### config.mk
export PLATFORM = sky130hd
export DESIGN_NAME = pixel_streamer_flat
export DESIGN_NICKNAME = d
export VERILOG_FILES = /design/src/rtl/pixel_streamer_if.sv /design/src/rtl/pixel_streamer.sv /design/src/flat_wrapper.sv
export SDC_FILE = /design/constraint.sdc
export NUM_CORES = 1
export LEC_CHECK = 0
export ABC_AREA = 1
export BUFFER_PORTS_ARGS = -buffer_cell sky130_fd_sc_hd__buf_2
export CAP_MARGIN = 20
export CORE_AREA = 2 2 60 62
export DETAILED_ROUTE_END_ITERATION = 10
export DIE_AREA = 0 0 62 64
export PLACE_DENSITY = 0.77
export SYNTH_ARGS = -nofsm -noshare
export SYNTH_HDL_FRONTEND = slang
export SYNTH_SLANG_ARGS = --single-unit
### constraint.sdc
create_clock -name clk -period 2.65 [get_ports clk]
set_input_delay 0 -clock clk [delete_from_list [all_inputs] [get_ports clk]]
set_output_delay 0 -clock clk [all_outputs]
set_load 0.005 [all_outputs]
### src/rtl/pixel_streamer_if.sv
// pixel_streamer_if: byte-stream handshake in, converted pixel bus out
// master: byte source / pixel consumer side; slave: the streamer
// Signals: in_valid/in_data/in_ready byte handshake;
//          input_pixel/pixel_counter/pixel_valid/frame_done toward the network
interface pixel_streamer_if #(
    parameter int BITS = 24
);
    logic            in_valid;
    logic [7:0]      in_data;
    logic            in_ready;
    logic [BITS-1:0] input_pixel;
    logic [9:0]      pixel_counter;
    logic            pixel_valid;
    logic            frame_done;
    modport master (
        output in_valid, in_data,
        input  in_ready, input_pixel, pixel_counter, pixel_valid, frame_done
    );
    modport slave (
        input  in_valid, in_data,
        output in_ready, input_pixel, pixel_counter, pixel_valid, frame_done
    );
endinterface

### src/rtl/pixel_streamer.sv
// pixel_streamer: converts a 28x28 byte frame to fixed-point pixels for the fully connected layer
// Ports: clk; reset (async, active-low); start (begin frame); abort (drop frame);
//        layer_done (network finished); busy (RECV or WAIT_NN);
//        bus (slave): byte handshake in, input_pixel/pixel_counter/pixel_valid/frame_done out
module pixel_streamer #(
    parameter int BITS  = 24,
    parameter int WIDTH = 784,
    parameter int FRAC  = 16
) (
    input  logic            clk,
    input  logic            reset,
    input  logic            start,
    input  logic            abort,
    input  logic            layer_done,
    output logic            busy,
    pixel_streamer_if.slave bus
);
    localparam logic [1:0] IDLE = 2'd0, RECV = 2'd1, WAIT_NN = 2'd2;
    if (FRAC < 8 || FRAC > BITS - 1) begin : g_frac_check
        $error("pixel_streamer: FRAC must satisfy 8 <= FRAC <= BITS-1");
    end
    logic [1:0] state, state_nxt;
    logic [9:0] idx, idx_nxt;
    logic       accept, last, emit;
    assign bus.in_ready = state == RECV;
    assign busy         = state == RECV || state == WAIT_NN;
    assign accept       = bus.in_ready && bus.in_valid;
    assign last         = idx == 10'(WIDTH - 1);
    // an accept in the abort cycle is swallowed so no partial frame leaks out
    assign emit         = accept && !abort;
    always_comb begin
        state_nxt = abort                         ? IDLE
                  : (state == IDLE && start)      ? RECV
                  : (accept && last)              ? WAIT_NN
                  : (state == WAIT_NN && layer_done) ? IDLE
                  : state;
        idx_nxt   = (abort || (state == IDLE && start)) ? '0
                  : accept                               ? idx + 10'd1
                  : idx;
    end
    always_ff @(posedge clk or negedge reset) begin
        if (!reset) begin
            state             <= IDLE;
            idx               <= '0;
            bus.pixel_valid   <= 1'b0;
            bus.frame_done    <= 1'b0;
            bus.input_pixel   <= '0;
            bus.pixel_counter <= '0;
        end else begin
            state           <= state_nxt;
            idx             <= idx_nxt;
            bus.pixel_valid <= emit;
            bus.frame_done  <= emit && last;
            if (emit) begin
                // byte/256 in unsigned fixed point with FRAC fractional bits
                bus.input_pixel   <= BITS'(bus.in_data) << (FRAC - 8);
                bus.pixel_counter <= idx;
            end
        end
    end
endmodule

### src/flat_wrapper.sv
// flat-port wrapper written by rule: the top's interface ports become plain ports
module pixel_streamer_flat 
#(
    parameter int BITS  = 24,
    parameter int WIDTH = 784,
    parameter int FRAC  = 16
)
  (clk, reset, start, abort, layer_done, busy, bus_in_valid, bus_in_data, bus_in_ready, bus_input_pixel, bus_pixel_counter, bus_pixel_valid, bus_frame_done);
  pixel_streamer_if #(.BITS(BITS)) bus_i ();
  input  logic clk;
  input  logic reset;
  input  logic start;
  input  logic abort;
  input  logic layer_done;
  output logic busy;
  input wire logic [$bits(bus_i.in_valid)-1:0] bus_in_valid;
  input wire logic [$bits(bus_i.in_data)-1:0] bus_in_data;
  output wire logic [$bits(bus_i.in_ready)-1:0] bus_in_ready;
  output wire logic [$bits(bus_i.input_pixel)-1:0] bus_input_pixel;
  output wire logic [$bits(bus_i.pixel_counter)-1:0] bus_pixel_counter;
  output wire logic [$bits(bus_i.pixel_valid)-1:0] bus_pixel_valid;
  output wire logic [$bits(bus_i.frame_done)-1:0] bus_frame_done;
  assign bus_i.in_valid = bus_in_valid;
  assign bus_i.in_data = bus_in_data;
  assign bus_in_ready = bus_i.in_ready;
  assign bus_input_pixel = bus_i.input_pixel;
  assign bus_pixel_counter = bus_i.pixel_counter;
  assign bus_pixel_valid = bus_i.pixel_valid;
  assign bus_frame_done = bus_i.frame_done;
  pixel_streamer #(.BITS(BITS), .WIDTH(WIDTH), .FRAC(FRAC)) u_core (.clk(clk), .reset(reset), .start(start), .abort(abort), .layer_done(layer_done), .busy(busy), .bus(bus_i));
endmodule
[Yosys cells after proc, flatten, opt, wreduce, memory -nomap -nowiden]
Index checks and enable logic that the tools add are counted.
Word-level totals
  bits in registers: 32
  input port bits: 14
  output and inout bits: 38
  word-level logic and storage cells: 28
Operators by class
  add/subtract/negate cells: 1
  equal/unequal tests: 3
  multiplexer cells: 6
  reduce and logical (&&, ||, !) cells: 12
Operators by type and width (number)
  $mux W10: 2
  $add A10 B1 Y10 const B: 1
  $eq A10 B10 Y1 const B: 1
  $mux W2: 4
  $logic_and A1 B1 Y1: 6
  $reduce_bool A4 Y1: 1
  $eq A2 B1 Y1 const B: 1
  $eq A2 B2 Y1 const B: 1
  $logic_not A2 Y1: 1
  $logic_or A1 B1 Y1: 2
  $reduce_bool A2 Y1: 1
  $logic_not A1 Y1: 1

[Longest topological paths before layout]
Gate-level depths: netlist of the first run.
  depth in word-level cells: 6
  gate-level depth with buffers: 8
  depth with buffers taken out: 8

[Worst setup path before layout of the first run]
OpenSTA, ideal clock, no wires.
  path type: reg2reg
  from: register u_core.state[1]
  to: register u_core.bus.pixel_counter[8]
  library setup time: 118 ps
  arrival: 1217 ps
  data required time: 2532 ps
  slack: 1315 ps
  cell stages (with the launch flop): 9
  buffers on the path: 1
  clock period less this slack: 1335 ps
  cell sequence: dfrtp_1 inv_1 ha_1 nand2_4 nor2_8 inv_4 buf_6 nand2_2 o21ai_2
On the way
  cells in the longest elaborated chain, start to end: 3
Ends and longest elaborated chain
  start: declaration: line pixel_streamer.sv:22  | logic [1:0] state, state_nxt;
  start signal: assignment: line pixel_streamer.sv:50  | state <= state_nxt;
  $eq A2 B1 Y1: line pixel_streamer.sv:25  | assign bus.in_ready = state == RECV;
  via bus_in_ready: line flat_wrapper.sv:18  | output wire logic [$bits(bus_i.in_ready)-1:0] bus_in_ready;
  $logic_and A1 B1 Y1: line pixel_streamer.sv:27  | assign accept = bus.in_ready && bus.in_valid;
  $logic_and A1 B1 Y1: line pixel_streamer.sv:30  | assign emit = accept && !abort;
  end signal: assignment: line pixel_streamer.sv:57  | bus.pixel_counter <= idx;
  end: declaration: line pixel_streamer_if.sv:21  | output in_ready, input_pixel, pixel_counter, pixel_valid, frame_done
The timed path passes the listed nets, and every way through them passes these cells.
A chain may end at the register's enable or synchronous reset.

[Final worst setup path of the first run]
  from: register u_core.state[1]
  to: register u_core.state[0]
On the way
  cells in the longest elaborated chain, start to end: 6
  elaborated cells between the ends (all ways): 11
  classes of those cells: eq/ne (2); mux (3); reduce/logical (6)
Ends and longest elaborated chain
  $eq A2 B1 Y1: line pixel_streamer.sv:25
  $logic_and A1 B1 Y1: line pixel_streamer.sv:27
  $logic_and A1 B1 Y1: line pixel_streamer.sv:34  | : (accept && last) ? WAIT_NN
  $mux W2: line pixel_streamer.sv:34
  $mux W2: line pixel_streamer.sv:33  | : (state == IDLE && start) ? RECV
  $mux W2: line pixel_streamer.sv:32  | state_nxt = abort ? IDLE
Several ways; a longest one is shown, not always the timed one.

==> results of run 1 <==
-- cell usage in the layout, fill, tap and decap left out --
master,Yosys,layout
sky130_fd_sc_hd__a21oi_1,7,7
sky130_fd_sc_hd__buf_2,0,35
sky130_fd_sc_hd__bufinv_16,0,1
sky130_fd_sc_hd__clkbuf_1,0,1
sky130_fd_sc_hd__clkbuf_4,0,5
sky130_fd_sc_hd__clkinv_2,0,1
sky130_fd_sc_hd__conb_1,1,16
sky130_fd_sc_hd__dfrtp_1,32,32
sky130_fd_sc_hd__dlygate4sd3_1,0,14
sky130_fd_sc_hd__ha_1,4,4
sky130_fd_sc_hd__inv_1,12,12
sky130_fd_sc_hd__inv_2,3,3
sky130_fd_sc_hd__inv_4,1,1
sky130_fd_sc_hd__nand2_1,59,59
sky130_fd_sc_hd__nand2_2,4,4
sky130_fd_sc_hd__nand2_4,1,1
sky130_fd_sc_hd__nand3_1,8,8
sky130_fd_sc_hd__nand3_2,1,1
sky130_fd_sc_hd__nand4_1,3,3
sky130_fd_sc_hd__nor2_1,14,14
sky130_fd_sc_hd__nor2_2,2,2
sky130_fd_sc_hd__nor2_4,2,2
sky130_fd_sc_hd__nor2_8,1,1
sky130_fd_sc_hd__o21ai_0,2,2
sky130_fd_sc_hd__o21ai_1,2,2
sky130_fd_sc_hd__o21ai_2,7,7
-- Yosys cell counts (2+ instances only) --
| library cell | count | area share |
|---|---|---|
| sky130_fd_sc_hd__a21oi_1 | 7 | 0.022 |
| sky130_fd_sc_hd__dfrtp_1 | 32 | 0.49 |
| sky130_fd_sc_hd__inv_1 | 12 | 0.028 |
| sky130_fd_sc_hd__inv_2 | 3 | 0.0070 |
| sky130_fd_sc_hd__o21ai_2 | 7 | 0.038 |
| sky130_fd_sc_hd__buf_4 | 17 | 0.079 |
| sky130_fd_sc_hd__ha_1 | 4 | 0.031 |
| sky130_fd_sc_hd__nor2_2 | 2 | 0.0077 |
| sky130_fd_sc_hd__nand3_1 | 8 | 0.025 |
| sky130_fd_sc_hd__nand4_1 | 3 | 0.012 |
| sky130_fd_sc_hd__o21ai_0 | 2 | 0.0062 |
| sky130_fd_sc_hd__o21ai_1 | 2 | 0.0062 |
| sky130_fd_sc_hd__buf_6 | 2 | 0.014 |
| sky130_fd_sc_hd__nand2_2 | 4 | 0.015 |
| sky130_fd_sc_hd__nor2_1 | 14 | 0.032 |
| sky130_fd_sc_hd__nand2_1 | 59 | 0.14 |
| sky130_fd_sc_hd__nor2_4 | 2 | 0.014 |
-- stage by stage --
step           cell area, um2  total power, mW  instances
2_1_floorplan            1674           0.6334        200
3_3_place_gp             1757           0.6769        262
3_5_place_dp             1757           0.6821        262
4_1_cts                  1963            1.061        283
5_1_grt                  1973            1.126        284
6_report                 1973            1.048        284
-- kinds of logic (layout without fill, tap and decap cells) --
| kind of cell | count (synthesis) | after routing | share of synthesized area |
|---|---|---|---|
| AO/OA/AOI/OAI | 18 | 18 | 0.07192 |
| adder cells (fa/ha/maj) | 4 | 4 | 0.03094 |
| buffers and inverters | 35 | 73 | 0.1315 |
| flip-flops | 32 | 32 | 0.4950 |
| other | 1 | 16 | 0.002318 |
| AND/OR/NAND/NOR | 95 | 95 | 0.2684 |
-- final cells by class --
type	instances	area share
Multi-Input combinational cell	133	0.3348
Sequential cell	32	0.4058
Inverter	16	0.03171
Clock inverter	2	0.01776
Timing Repair Buffer	49	0.1598
Tap cell	46	0.02917
Clock buffer	6	0.02093
-- sequential cells by signal, indices dropped and copies added (netlist names) --
name / flops
u_core.bus.pixel_valid: 1
u_core.bus.frame_done: 1
u_core.idx: 10
u_core.state: 2
u_core.bus.input_pixel: 8
u_core.bus.pixel_counter: 10
-- worst reg2reg max path: stages (launching register included) --
cell and delay (ps):
sky130_fd_sc_hd__dfrtp_1 410, sky130_fd_sc_hd__inv_1 80, sky130_fd_sc_hd__ha_1 250, sky130_fd_sc_hd__nand3_2 150, sky130_fd_sc_hd__nor2_2 160, sky130_fd_sc_hd__nand3_1 140
sky130_fd_sc_hd__nand3_1 100, sky130_fd_sc_hd__nand2_1 50, sky130_fd_sc_hd__dlygate4sd3_1 540
-- worst paths after layout --
path	slack [ps]	end
min in group clk	400	u_core.bus.input_pixel[10]
max in group asynchronous	1970	u_core.idx[5]
worst min-delay path	230	u_core.bus.input_pixel[10]
worst max-delay path	670	u_core.state[0]
worst max register to register	670	u_core.state[0]
worst min register to register	480	u_core.bus.input_pixel[15]
-- power groups by stage --
| stage | clock network, mW | logic [mW] | registers (mW) |
|---|---|---|---|
| 5_1_grt | 0.407 | 0.170 | 0.549 |
| 3_5_place_dp | 0 | 0.129 | 0.553 |
| 3_3_place_gp | 0 | 0.125 | 0.552 |
| 6_report | 0.361 | 0.145 | 0.543 |
| 4_1_cts | 0.373 | 0.145 | 0.544 |
| 2_1_floorplan | 0 | 0.0781 | 0.555 |
-- per-layer routing --
metal | vias up | GRT usage
li1 | 651 | -
met1 | 597 | 0.1868
met2 | 41 | 0.3008
met3 | 6 | 0.07287
met4 | 0 | 0.06383
met5 | - | 0
-- repair_timing --
| action | CTS | global route |
|---|---|---|
| hold buffers | 13 | 1 |
| gates resized for setup | 0 | 0 |
| hold endpoints to repair | 44 | 1 |
==> impl_metrics.json, run 1 <==
{
  "outcome": "finished clean",
  "asyncSetResetFlopFracSynth": 1.000,
  "remaining_overflow_grt": 0,
  "critPathKind": "reg2reg",
  "met3RoutedLength_um": 194,
  "met2RoutedLength_um": 1587,
  "netlist_instances": 185,
  "i_o_pins": 52,
  "worstSetupEndpointType": "flop",
  "timing.max_slew.rel_slack": 0.5421,
  "placement.setup.worst_slack_ps": 1153,
  "final-max-slew-violation-count": 0,
  "worstPathBufferInverterCount": 2,
  "power.share.sequential": 0.518,
  "yosys_most_used_dff": "sky130_fd_sc_hd__dfrtp_1",
  "start_util": 0.4926,
  "worstPathRequired_ps": 2870,
  "rows": 21,
  "setup_viol_count_final": 0,
  "final_core_utilization": 0.6008,
  "path_depth": 8,
  "wire_length_of_the_first_global_routing_pass_um": 5057,
  "cts_tree": "built",
  "route.detailed.vias_per_inst": 4.560,
  "setup_ws_ps": 670.7,
  "cts_sinks": 32,
  "power.clock.fraction": 0.344,
  "yosysUniqueCellTypes": 22,
  "grt_setup_unrepaired": "false",
  "power_leakage_nw": 1.073,
  "synth_warnings": 0,
  "vias_in_the_first_global_route": 1228,
  "final_layout_size_suffix_gt1_frac": 0.2689,
  "clk_path_buf_depth": 2,
  "fin_crit_ps": 1979,
  "die_w_um": 62,
  "setup.worst_path.start_class": "flop",
  "p_int_mw": 0.7878,
  "power_frac_comb": 0.138,
  "cts_buffers": 5,
  "root_buffer": "sky130_fd_sc_hd__clkbuf_4",
  "wirelength_um": 3195,
  "initialDrtViolationCount": 56,
  "crit_path_max_incr_delay_ps": 540,
  "timing.critical_path.cells": "inv_1 > ha_1 > nand3_2 > nor2_2 > nand3_1 > nand3_1 > nand2_1 > dlygate4sd3_1",
  "synthToLayoutAreaGrowth_pct": 21.96,
  "timing.setup.tns_ps": 0,
  "min-delay-path-class": "in2async",
  "clock_skew_ps": 6.987,
  "grt_start_max_net_pins": 33,
  "power-per-cell-area_nw_per_um2": 531.3,
  "final_routed_drc_violation_total": 0,
  "total_via_count_after_detailed_routing": 1295,
  "startpoint": "u_core.state[1]",
  "drt_pass1_iterations": 4,
  "clock_tree.htree_level_count": 2,
  "detailed_place_hpwl_um": 2212,
  "arrival_ps": 2200,
  "die_y_extent_um": 64,
  "final.fill_count": 288,
  "p_sw_frac": 0.2485,
  "route.layer.met1.wl_um": 1337,
  "wire_per_inst_um": 11.25,
  "gp_congestion": 0.7975,
  "clock_insertion_delay_worst_skew_ps": 330,
  "critical_path.top_delay_family": "buffers and inverters",
  "maxUsedRoutingLayer": "met4",
  "final-seq-area_um2": 800.8,
  "final-hold-violation-count": 0,
  "worst_pin_slew_ps": 686.8,
  "finalHoldWorstSlack_ps": 232.7,
  "combined_area_of_the_multi_input_logic_cells_um2": 660.6,
  "final_net_count": 255,
  "cts_setup_buffers": 0,
  "syn-cell-area_um2": 1618,
  "rr_startpoint": "u_core.state[1]",
  "number_of_antenna_violations_at_the_first_check_in_global_routing": 0,
  "timing.fmax_mhz": 505.2,
  "critPathSlowestCell": "sky130_fd_sc_hd__dlygate4sd3_1",
  "design.die.area_um2": 3968,
  "numPortBuffers": 35,
  "grt_use_total": 0.1760,
  "post-route-period-util": 0.7469,
  "most_frequent_cp_cell": "sky130_fd_sc_hd__nand3_1",
  "synth_edf_count": 0,
  "cts.reportedPaths.clkPinSlew_ps": 100,
  "sequential_cell_area_fraction_in_the_yosys_report": 0.4950,
  "cap_viol_max_count": 0,
  "synth_area_per_cell_um2": 8.745,
  "reg2reg_depth": 8,
  "worstPathMaxFanout": 4,
  "drt.antenna.violating_nets": 0,
  "synth-seq-cells": 32,
  "power_switching_mw": 0.2606,
  "design.core.area_um2": 3284,
  "worst_vdd_rail_ir_drop_uv": 260.6,
  "antenna_cells_inserted": 0
}
Note: power is estimated with default switching activity, not from simulation.
==> run 2, diff against run 1 <==
Settings changed: CORE_AREA 2 2 60 62 to 2 2 63 65, DIE_AREA 0 0 62 64 to 0 0 65 67, PLACE_DENSITY 0.77 to 0.74.
Clock period 2.65 ns to 1.7 ns, I/O delays scaled along.
==> impl_metrics.json, run 2 (synthesis gave the netlist of run 1 again) <==
{
  "p_sw_frac": 0.2409,
  "most_common_cell_after_layout_fill_and_taps_aside": "sky130_fd_sc_hd__nand2_1",
  "p_int_mw": 1.351,
  "die_w_um": 65,
  "most-common-layout-cells": "59 x sky130_fd_sc_hd__nand2_1, 35 x sky130_fd_sc_hd__buf_2, 32 x sky130_fd_sc_hd__dfrtp_1",
  "cts_setup_buffers": 0,
  "i_o_pins": 52,
  "power.clock.fraction": 0.401,
  "grt_setup_unrepaired": "false",
  "start_util": 0.4486,
  "design.core.area_um2": 3606,
  "timing.max_slew.rel_slack": 0.5390,
  "design.die.area_um2": 4355,
  "worst_vdd_rail_ir_drop_uv": 411.6,
  "drt_pass1_iterations": 4,
  "number_of_antenna_violations_at_the_first_check_in_global_routing": 0,
  "min-delay-path-class": "in2reg",
  "final-max-slew-violation-count": 0,
  "final.fill_count": 335,
  "arrival_ps": 1600,
  "rows": 22,
  "wire_per_inst_um": 10.61,
  "wire_length_of_the_first_global_routing_pass_um": 5257,
  "post-route-period-util": 0.8351,
  "place_inst": 265,
  "power.share.sequential": 0.475,
  "final-seq-area_um2": 800.8,
  "initialDrtViolationCount": 64,
  "worst_pin_slew_ps": 691.5,
  "final_net_count": 253,
  "power_switching_mw": 0.4287,
  "worstPathMaxFanout": 4,
  "setup_ws_ps": 280.3,
  "antenna_cells_inserted": 0,
  "power_leakage_nw": 1.077,
  "final_routed_drc_violation_total": 0,
  "vias_in_the_first_global_route": 1239,
  "detailed_place_hpwl_um": 2119,
  "clock_insertion_delay_worst_skew_ps": 280,
  "setup.worst_path.start_class": "flop",
  "root_buffer": "sky130_fd_sc_hd__clkbuf_8",
  "final_layout_size_suffix_gt1_frac": 0.2754,
  "cts_tree": "built",
  "drt.antenna.violating_nets": 0,
  "numPortBuffers": 35,
  "final-hold-violation-count": 0,
  "setup_viol_count_final": 0,
  "finalHoldWorstSlack_ps": 16.85,
  "worstSetupEndpointType": "flop",
  "die_y_extent_um": 67,
  "power_frac_comb": 0.125,
  "layout_top_registers": "u_core.bus.pixel_counter x10, u_core.idx x10, u_core.bus.input_pixel x8",
  "cts_buffers": 5,
  "ctsResizeCount": 0,
  "wirelength_um": 3013,
  "clk_path_buf_depth": 2,
  "timing.setup.tns_ps": 0,
  "gp_congestion": 0.8956,
  "placement.setup.worst_slack_ps": 294.9,
  "fin_crit_ps": 1420,
  "cts.reportedPaths.clkPinSlew_ps": 70,
  "power-per-cell-area_nw_per_um2": 896.7,
  "critPathKind": "reg2reg",
  "outcome": "finished clean",
  "remaining_overflow_grt": 0,
  "worstPathRequired_ps": 1880,
  "synthToLayoutAreaGrowth_pct": 22.66,
  "total_via_count_after_detailed_routing": 1280,
  "clock_tree.htree_level_count": 2,
  "cts_sinks": 32,
  "route.detailed.vias_per_inst": 4.507,
  "fin_cells": 284,
  "grt_use_total": 0.1602,
  "timing.fmax_mhz": 704.4,
  "cap_viol_max_count": 0,
  "grt_start_max_net_pins": 33,
  "combined_area_of_the_multi_input_logic_cells_um2": 660.6,
  "clock_skew_ps": 3.825
}
[run 2: layout make-up]
class	count	area share
sequential	32	0.4035
multi-input combinational	133	0.3329
timing repair buffer	47	0.1475
clock buffer	6	0.03657
inverter	16	0.03153
tap	48	0.03026
clock inverter	2	0.01765
[run 2: per-stage QoR]
| stage | power, mW | utilization | instance area, um2 |
|---|---|---|---|
| 2_1_floorplan | 0.9873 | - | 1674 |
| 3_3_place_gp | 1.056 | 0.4899 | 1767 |
| 3_5_place_dp | 1.063 | 0.4899 | 1767 |
| 4_1_cts | 1.796 | 0.5503 | 1984 |
| 5_1_grt | 1.885 | 0.5503 | 1984 |
| 6_report | 1.779 | 0.5503 | 1984 |
[run 2: path summary, 6_finish.rpt]
check | depth (start not counted) | endpoint | from | slack (ps)
max | 7 | u_core.state[1] | u_core.state[1] | 280
min | 4 | u_core.state[0] | layer_done | 20
max reg2reg | 7 | u_core.state[1] | u_core.state[1] | 280
min reg2reg | 2 | u_core.bus.input_pixel[15] | u_core.bus.input_pixel[15] | 470
max in group asynchronous | 2 | u_core.bus.pixel_counter[2] | reset | 950
min in group asynchronous | 2 | u_core.bus.input_pixel[13] | reset | 300
[run 2: critical path, stage by stage (launching register included)]
cell and delay [ps]:
sky130_fd_sc_hd__dfrtp_1 400, sky130_fd_sc_hd__inv_1 80, sky130_fd_sc_hd__ha_1 230, sky130_fd_sc_hd__nand3_2 140, sky130_fd_sc_hd__nor2_2 160, sky130_fd_sc_hd__nand3_1 150, sky130_fd_sc_hd__nand3_1 100, sky130_fd_sc_hd__nand2_1 50
[run 2: power groups by stage]
| stage | clock (mW) | sequential (mW) | combinational, mW |
|---|---|---|---|
| after CTS | 0.728 | 0.843 | 0.224 |
| after global placement | 0 | 0.855 | 0.201 |
| after global routing | 0.779 | 0.850 | 0.256 |
| after floorplan | 0 | 0.866 | 0.122 |
| final | 0.713 | 0.844 | 0.222 |
| after detailed placement | 0 | 0.857 | 0.206 |
[run 2: what timing repair did]
item / 4_1_cts / 5_1_grt
endpoints found under the setup margin: 0 / 0
hold buffers: 11 / 0
endpoints found under the hold margin: 42 / 0
[run 2: per-layer routing]
metal | global-route usage | up-vias | share of wire
li1 | - | 645 | -
met1 | 0.1772 | 591 | 0.43
met2 | 0.2809 | 36 | 0.50
met3 | 0.05068 | 8 | 0.057
met4 | 0.07181 | 0 | 0.021
met5 | 0 | - | 0
